==> config.mk <==
export PLATFORM = sky130hd
export DESIGN_NAME = net_tx_arb
export DESIGN_NICKNAME = d
export VERILOG_FILES = /design/src/rtl/net_tx_arb_pkg.sv /design/src/rtl/net_tx_arb_rr_pick.sv /design/src/rtl/net_tx_arb.sv
export SDC_FILE = /design/constraint.sdc
export NUM_CORES = 1
export LEC_CHECK = 0
export BUFFER_PORTS_ARGS = -buffer_cell sky130_fd_sc_hd__buf_2
export CAP_MARGIN = 10
export CORE_ASPECT_RATIO = 1.4
export CORE_MARGIN = 2
export CORE_UTILIZATION = 49
export CTS_BUF_LIST = sky130_fd_sc_hd__clkbuf_8
export DETAILED_ROUTE_END_ITERATION = 6
export PLACE_DENSITY_LB_ADDON = 0.1
export SETUP_SLACK_MARGIN = 0.02
export SLEW_MARGIN = 10
export SYNTH_ARGS = -nofsm -noshare
export SYNTH_HDL_FRONTEND = slang
export SYNTH_SLANG_ARGS = --single-unit
==> constraint.sdc <==
create_clock -name logic_clk -period 2 [get_ports logic_clk]
set_clock_uncertainty 0.1 [all_clocks]
set_input_delay 0.3 -clock logic_clk [delete_from_list [all_inputs] [get_ports logic_clk]]
set_output_delay 0.3 -clock logic_clk [all_outputs]
set_load 0.005 [all_outputs]
==> src/rtl/net_tx_arb_pkg.sv <==
// Shared network-layer transmit definitions: arbiter FSM states, requester
// slot assignments and default framing constants.
package net_tx_arb_pkg;

    typedef enum logic [1:0] {
        ST_IDLE  = 2'd0,
        ST_XFER  = 2'd1,
        ST_DRAIN = 2'd2,
        ST_GAP   = 2'd3
    } state_t;

    localparam int REQ_ARP  = 0;
    localparam int REQ_ICMP = 1;
    localparam int REQ_UDP  = 2;

    localparam int DEF_NUM_REQ         = 3;
    localparam int DEF_IFG_CYCLES      = 12;
    localparam int DEF_MAX_FRAME_BYTES = 1500;

endpackage

==> src/rtl/net_tx_arb_rr_pick.sv <==
// Combinational round-robin picker: first asserted request strictly after
// i_last, wrapping modulo NUM_REQ.
module net_tx_arb_rr_pick
    import net_tx_arb_pkg::*;
#(
    parameter int NUM_REQ = DEF_NUM_REQ
) (
    input  logic [NUM_REQ-1:0]         i_req,
    input  logic [$clog2(NUM_REQ)-1:0] i_last,
    output logic [$clog2(NUM_REQ)-1:0] o_grant,
    output logic                       o_any
);

    localparam int IW = $clog2(NUM_REQ);

    // Walk from the farthest candidate to the nearest so the nearest wins.
    always_comb begin : p_pick
        int idx;
        idx     = 0;
        o_grant = i_last;
        o_any   = |i_req;
        for (int k = NUM_REQ; k >= 1; k--) begin
            idx = (int'(i_last) + k) % NUM_REQ;
            if (i_req[idx]) begin
                o_grant = IW'(idx);
            end
        end
    end

endmodule

==> src/rtl/net_tx_arb.sv <==
// Frame-granular round-robin arbiter feeding the MAC transmit stream; whole
// frames only, enforced inter-frame gap, oversize frames truncated and drained.
module net_tx_arb
    import net_tx_arb_pkg::*;
#(
    parameter int NUM_REQ         = DEF_NUM_REQ,
    parameter int IFG_CYCLES      = DEF_IFG_CYCLES,
    parameter int MAX_FRAME_BYTES = DEF_MAX_FRAME_BYTES
) (
    input  logic                       logic_clk,
    input  logic                       logic_rstn,
    input  logic [8*NUM_REQ-1:0]       req_data_in,
    input  logic [NUM_REQ-1:0]         req_valid_in,
    output logic [NUM_REQ-1:0]         req_ready_out,
    input  logic [NUM_REQ-1:0]         req_last_in,
    output logic [7:0]                 arb_tdata_out,
    output logic                       arb_tvalid_out,
    input  logic                       arb_tready_in,
    output logic                       arb_tlast_out,
    output logic [$clog2(NUM_REQ)-1:0] arb_tsrc_out,
    output logic                       arb_busy_out,
    output logic                       arb_trunc_err_out
);

    localparam int IW = $clog2(NUM_REQ);
    localparam int CW = $clog2(MAX_FRAME_BYTES + 1);
    localparam int GW = (IFG_CYCLES > 1) ? $clog2(IFG_CYCLES) : 1;
    localparam logic [CW-1:0] CNT_LAST = CW'(MAX_FRAME_BYTES - 1);
    localparam logic [GW-1:0] GAP_LAST = GW'((IFG_CYCLES > 0) ? IFG_CYCLES - 1 : 0);
    localparam state_t DONE_STATE = (IFG_CYCLES == 0) ? ST_IDLE : ST_GAP;

    state_t          r_state;
    state_t          w_state_next;
    logic [IW-1:0]   r_grant;
    logic [IW-1:0]   r_last_grant;
    logic [IW-1:0]   w_pick;
    logic            w_any;
    logic [CW-1:0]   r_cnt;
    logic [GW-1:0]   r_gap_cnt;
    logic            r_busy;
    logic            r_trunc;

    logic [7:0]      w_bytes [NUM_REQ];
    logic [7:0]      w_sel_data;
    logic            w_sel_valid;
    logic            w_sel_last;
    logic            w_in_xfer;
    logic            w_in_drain;
    logic            w_at_max;
    logic            w_hs;
    logic            w_frame_end;

    net_tx_arb_rr_pick #(
        .NUM_REQ (NUM_REQ)
    ) u_rr_pick (
        .i_req   (req_valid_in),
        .i_last  (r_last_grant),
        .o_grant (w_pick),
        .o_any   (w_any)
    );

    genvar gi;
    generate
        for (gi = 0; gi < NUM_REQ; gi++) begin : g_req
            assign w_bytes[gi] = req_data_in[8*gi +: 8];
            // Drain swallows the oversize tail regardless of MAC backpressure.
            assign req_ready_out[gi] = (r_grant == IW'(gi)) &&
                                       ((w_in_xfer && arb_tready_in) || w_in_drain);
        end
    endgenerate

    assign w_sel_data  = w_bytes[r_grant];
    assign w_sel_valid = req_valid_in[r_grant];
    assign w_sel_last  = req_last_in[r_grant];
    assign w_in_xfer   = (r_state == ST_XFER);
    assign w_in_drain  = (r_state == ST_DRAIN);
    assign w_at_max    = (r_cnt == CNT_LAST);
    assign w_hs        = w_in_xfer && w_sel_valid && arb_tready_in;
    assign w_frame_end = (w_hs || (w_in_drain && w_sel_valid)) && w_sel_last;

    assign arb_tdata_out     = w_in_xfer ? w_sel_data : 8'h00;
    assign arb_tvalid_out    = w_in_xfer && w_sel_valid;
    assign arb_tlast_out     = w_in_xfer && (w_sel_last || w_at_max);
    assign arb_tsrc_out      = r_grant;
    assign arb_busy_out      = r_busy;
    assign arb_trunc_err_out = r_trunc;

    always_comb begin
        w_state_next = r_state;
        unique case (r_state)
            ST_IDLE:  if (w_any) w_state_next = ST_XFER;
            ST_XFER: begin
                if (w_frame_end) begin
                    w_state_next = DONE_STATE;
                end else if (w_hs && w_at_max) begin
                    w_state_next = ST_DRAIN;
                end
            end
            ST_DRAIN: if (w_frame_end) w_state_next = DONE_STATE;
            ST_GAP:   if (r_gap_cnt == GAP_LAST) w_state_next = ST_IDLE;
            default:  w_state_next = ST_IDLE;
        endcase
    end

    always_ff @(posedge logic_clk or negedge logic_rstn) begin
        if (!logic_rstn) begin
            r_state      <= ST_IDLE;
            r_grant      <= '0;
            r_last_grant <= IW'(NUM_REQ - 1);
            r_cnt        <= '0;
            r_gap_cnt    <= '0;
            r_busy       <= 1'b0;
            r_trunc      <= 1'b0;
        end else begin
            r_state <= w_state_next;
            r_busy  <= (w_state_next != ST_IDLE);
            r_trunc <= w_hs && !w_sel_last && w_at_max;
            if (r_state == ST_IDLE && w_any) begin
                r_grant <= w_pick;
            end
            if (r_state == ST_IDLE) begin
                r_cnt <= '0;
            end else if (w_hs) begin
                r_cnt <= r_cnt + 1'b1;
            end
            if (r_state == ST_GAP) begin
                r_gap_cnt <= r_gap_cnt + 1'b1;
            end else begin
                r_gap_cnt <= '0;
            end
            if (w_frame_end) begin
                r_last_grant <= r_grant;
            end
        end
    end

endmodule

### Word-level counts from Yosys, hierarchy flattened

Cells that the tools add are included.

* bitwise logic cells: 1
* $add $sub $neg: 5
* equal/unequal tests: 7
* reductions and logical operators: 22
* div/mod/pow operators: 3
* mux-type cells: 29
* $lt $le $gt $ge: 5

Operators by type and width (count)
* $lt 32x4->1 const B: 3
* $mod 32x3->32 const B: 3
* $mux 8: 3
* $mux 11: 2
* $bmux 8 s2: 1
* $mux 2: 8
* $logic_and 1x1->1: 13
* $add 11x1->11 const B: 1
* $eq 11x11->1 const B: 1
* $bmux 1 s2: 5
* $mux 1: 8
* $pmux 2 s4: 1
* $add 2x2->3 const B: 2
* $eq 2x2->1 const B: 3
* $add 4x1->4 const B: 1
* $eq 2x1->1 const B: 2
* $eq 4x4->1 const B: 1
* $logic_not 2->1: 2
* $mux 4: 1
* $reduce_bool 2->1: 2
* $add 2x1->3 const B: 1
* $ge 3x3->1 const B: 1
* $logic_or 1x1->1: 3
* $lt 2x3->1 const B: 1
* other kinds (3): 3

* output and inout port bits: 17
* flip-flop bits (word level): 23
* bits of input ports: 33
* logic and storage cells: 79

### Logic depth before layout (Yosys ltp)

* depth after elaboration: 9
* depth in mapped cells: 7
* gate-level depth less buffers: 6

### Cells and area by module

A second synthesis with hierarchy kept.

* cells, all modules: 185
* area total of the unflattened synthesis: 1592.8 µm²

Modules (own cells, without submodules)
* net_tx_arb: cells each 157, sequential area each 576.8 µm², area each 1416.4 µm², instances 1
* net_tx_arb_rr_pick: cells each 28, sequential area each 0.0 µm², area each 176.4 µm², instances 1

### Worst setup path before layout

Ideal clock, no wire load.

* path type: register -> register
* from: reg r_last_grant[1]
* to: reg r_grant[1], in the netlist arb_tsrc_out[1]
* data arrival time: 1.654 ns
* stages on the path, launching flop included: 8
* setup time: 0.129 ns
* path slack: 0.117 ns
* required time: 1.771 ns
* path through: dfstp_2 -> inv_1 -> ha_1 -> buf_2 -> mux2i_1 -> o32a_1 -> a221oi_1 -> o31ai_1

* cells in the longest elaborated chain, start to end: 8
* elaborated cells between the ends (all ways): 18

Ends and longest elaborated chain
* from (decl): RTL line net_tx_arb.sv:35 `logic [IW-1:0] r_last_grant;`
* from (signal assigned): RTL line net_tx_arb.sv:109 `r_last_grant <= IW'(NUM_REQ - 1);`
* from (signal assigned): RTL line net_tx_arb.sv:132 `r_last_grant <= r_grant;`
* $add 2x2->3: RTL line net_tx_arb_rr_pick.sv:23 `idx = (int'(i_last) + k) % NUM_REQ;`
* $mod 32x3->32: RTL line net_tx_arb_rr_pick.sv:23
* $bmux 1 s2: RTL line net_tx_arb_rr_pick.sv:24 `if (i_req[idx]) begin`
* $mux 1 (implied by the code) (2 in a row): RTL line net_tx_arb_rr_pick.sv:24
* $mux 2 (2 in a row): RTL line net_tx_arb_rr_pick.sv:24
* $mux 2 *: RTL line net_tx_arb_rr_pick.sv:24
* to (signal assigned): RTL line net_tx_arb.sv:119 `r_grant <= w_pick;`
* to (decl): RTL line net_tx_arb.sv:34 `logic [IW-1:0] r_grant;`

Every way passes the cells marked *; elsewhere a longest branch is shown, timed or not. The select of a mux whose other input is x is not followed.
A chain may end at the register's enable or synchronous reset.

### Worst setup path after layout

* from: reg r_grant[1], in the netlist arb_tsrc_out[1]
* to: reg r_last_grant[0]

* cells in the longest elaborated chain, start to end: 6
* elaborated cells between the ends (all ways): 9

Ends and longest elaborated chain
* $bmux 1 s2: RTL line net_tx_arb.sv:73 `assign w_sel_valid = req_valid_in[r_grant];`
* $mux 1 (implied by the code): RTL line net_tx_arb.sv:73
* $logic_and 1x1->1 (2 in a row): RTL line net_tx_arb.sv:78 `assign w_hs = w_in_xfer && w_sel_valid && arb_tready_in;`
* $logic_or 1x1->1: RTL line net_tx_arb.sv:79 `assign w_frame_end = (w_hs || (w_in_drain && w_sel_valid)) && w_sel_last;`
* $logic_and 1x1->1 *: RTL line net_tx_arb.sv:79

Marks and branches as above.

==> reports/results.ini <==
[worst_setup_path]
arrival_ns = 2.06
max_stage_delay_ns = 0.49
crit_path_cell_trace = buf_6 > nor2b_4 > a2bb2oi_4 > buf_4 > or3_4 > mux2_4
slowest_stage = dfrtp_2
cp_top_family = simple AND/OR/NAND/NOR gates
worst_ep_required_time_ns = 2.06
crit_buf_inv = 2
worstSetupStartpointType = flip-flop
worstSetupPathType = flip-flop to flip-flop
endpoint_kind = flip-flop
reg2reg_slack_ns = 0.01
critPathMaxFanout = 7

[power_and_ir_drop]
combPwrFrac = 0.618
seq_power_share = 0.268
p_int_uw = 1570
netSwitchingFraction = 0.416
power.share.clock = 0.114
p_leak_uw = 0.00107
peakVddDrop_mv = 0.884
power_density_nw_per_um2 = 1170
switchingPower_uw = 1120

[route]
drtIter0Drc = 32
remaining_drc_errors = 0
dr.pass1.iters = 5
vias_per_cell = 5.81
postRouteAntennaNets = 0
wirelength_um = 4440
wl_per_cell_um = 14.7
vias = 1748

[logic_synthesis]
synth_area_leaders = dfrtp_1 (32%), mux2i_1 (8.7%), nor2_1 (6.5%)
netlist_instances = 198
async_flop_share = 1.00
netlist-cell-type-count = 53
synth_area_leader_cell = dfrtp_1
syn_area_per_cell_um2 = 8.75
ys_ff_latch = 23
synth_edf_count = 0
syn-cell-area_um2 = 1730
synth_top_area_share = 0.318
yosysSeqAreaShare = 0.333
synth_flop_cell = dfrtp_1
ys_warn_count = 0
syn-num-nets = 235

[place]
dp.cells = 287
dpl.hpwl_um = 3220
placed_cell_area_um2 = 2060
io_buffers = 49
place.gp.congestion = 0.854

[timing]
fmax_ghz = 0.502
slew_viol_final = 0
finalCritPeriodShare = 0.995
hold_violations = 0
setup_viol = 0
relSlewSlack = 0.652
rsz0062_at_grt = yes
worstMarginPinSlew_ns = 0.522
finalCriticalPeriod_ns = 1.99

[global_routing]
grt_overflow = 0
grt_pass1_vias = 1565
grt_usage = 0.225
antenna_found_initial = 0
grt_max_degree = 24
grt_pass1_wl_um = 6760

[cells_and_area]
nFillCells = 296
final_common_cell = buf_2
final_cell_mix = buf_2 (49), nor2_1 (29), dfrtp_1 (20), buf_4 (19)
area_growth_pct = 32.5
final_cell_area_um2 = 2300
stdcell_count = 301
diodes = 0
drive_gt1_frac = 0.402
layout.nets = 299

[worst_hold_path]
hold_path.class = input port to flip-flop

[floorplan]
die_y_um = 74.4
floorplan.initialDensity = 0.513
rows = 25
coreArea_um2 = 3380
dieArea_um2 = 4040
die_w_um = 54.3
ioPinCount = 50

[clock_tree]
clock_sinks = 23
cts_tree = done
cts_buffer_depth = 2
cts_root_buf = clkbuf_8
clk_pin_slew_worst_paths_ns = 0.09
cts-htree-levels = 1
cts_made_buffers = 3
clk_latency_ns = 0.27

[flow_run]
timing.max_cap.violations = 0

[outcome]
status = finished, final reports clean

## cells in the mapped netlist, types with 2 or more instances
library cell  instances
nor2_1               30
dfrtp_1              22
a21oi_1              20
mux2i_1              15
nand2_1              14
inv_1                 6
nand3_1               6
o31ai_1               6
a31oi_1               4
and3_1                4
buf_2                 4
clkbuf_1              4
ha_1                  4
nand2b_1              4
o21ai_0               4
or4_1                 4
buf_6                 3
nor3_1                3
a41o_1                2
and4_1                2
mux2_4                2
nor3b_1               2
nor4_1                2
o21a_1                2
## timing repair
item,CTS,global route
endpoints found under the setup margin,5,20
resized for setup,4,21
buffers inserted,6,3
hold buffers,1,0
endpoints found under the hold margin,22,0
pin swaps,2,8
## metrics by stage
step                power [uW]  setup WS [ns]  utilization  hold slack, ns  setup TNS, ns
floorplan                 1710          0.117            -         -0.0956              0
global placement          2100          0.128        0.609           0.207              0
detailed placement        2110         0.0565        0.609           0.213              0
CTS                       2490        0.00847        0.644           0.229              0
global route              2890        -0.0527        0.680           0.256         -0.407
finish                    2690        0.00992        0.680           0.237              0
## worst register-to-register path, delay by kind of cell (launching register included)
family	cells	cell delay, ns
flip-flops	1	0.49
buffers and inverters	2	0.30
AND/OR/NAND/NOR	2	0.60
AO/OA/AOI/OAI	1	0.10
multiplexers	1	0.31
## metal layers
layer,global-route usage,wire (um)
met1,0.256,1720
met5,0,0
met4,0.108,110
met3,0.0141,137
met2,0.412,2480
## registers in the layout, indices dropped and copies added (netlist names)
| name | flops |
|---|---|
| arb_trunc_err_out | 1 |
| arb_busy_out | 1 |
| r_gap_cnt | 4 |
| r_state | 2 |
| r_cnt | 11 |
| r_last_grant | 2 |
| arb_tsrc_out | 2 |
## final cells by class
cell class | instances | area [um^2] | area share
multi-input combinational | 156 | 1150 | 0.503
tap | 40 | 50.0 | 0.0218
clock inverter | 1 | 7.51 | 0.00327
inverter | 6 | 22.5 | 0.00981
sequential | 23 | 579 | 0.252
timing repair buffer | 72 | 440 | 0.192
clock buffer | 3 | 41.3 | 0.0180
## cells by family after synthesis
group	after synthesis	share of synthesized area
AO/OA/AOI/OAI	50	0.207
XOR/XNOR	2	0.0101
adder cells (fa/ha/maj)	4	0.0289
buffers and inverters	19	0.0592
flip-flops	23	0.333
multiplexers	17	0.104
AND/OR/NAND/NOR	83	0.258
## worst paths after layout
check,startpoint,end,depth (start not counted)
setup / recovery,arb_tsrc_out[1],r_last_grant[0],6
hold / removal,req_last_in[1],arb_trunc_err_out,4
setup reg to reg,arb_tsrc_out[1],r_last_grant[0],6
hold reg to reg,r_gap_cnt[0],r_gap_cnt[0],1
max in group asynchronous,logic_rstn,arb_tsrc_out[1],2
min in group asynchronous,logic_rstn,r_gap_cnt[2],2
## power groups by stage
stage               registers [uW]  logic, uW  clock network [uW]
finish                         723       1660                 306
global route                   748       1820                 329
CTS                            703       1470                 311
detailed placement             716       1390                   0
global placement               711       1390                   0
floorplan                      643       1070                   0
(Power assumes the default switching activity.)
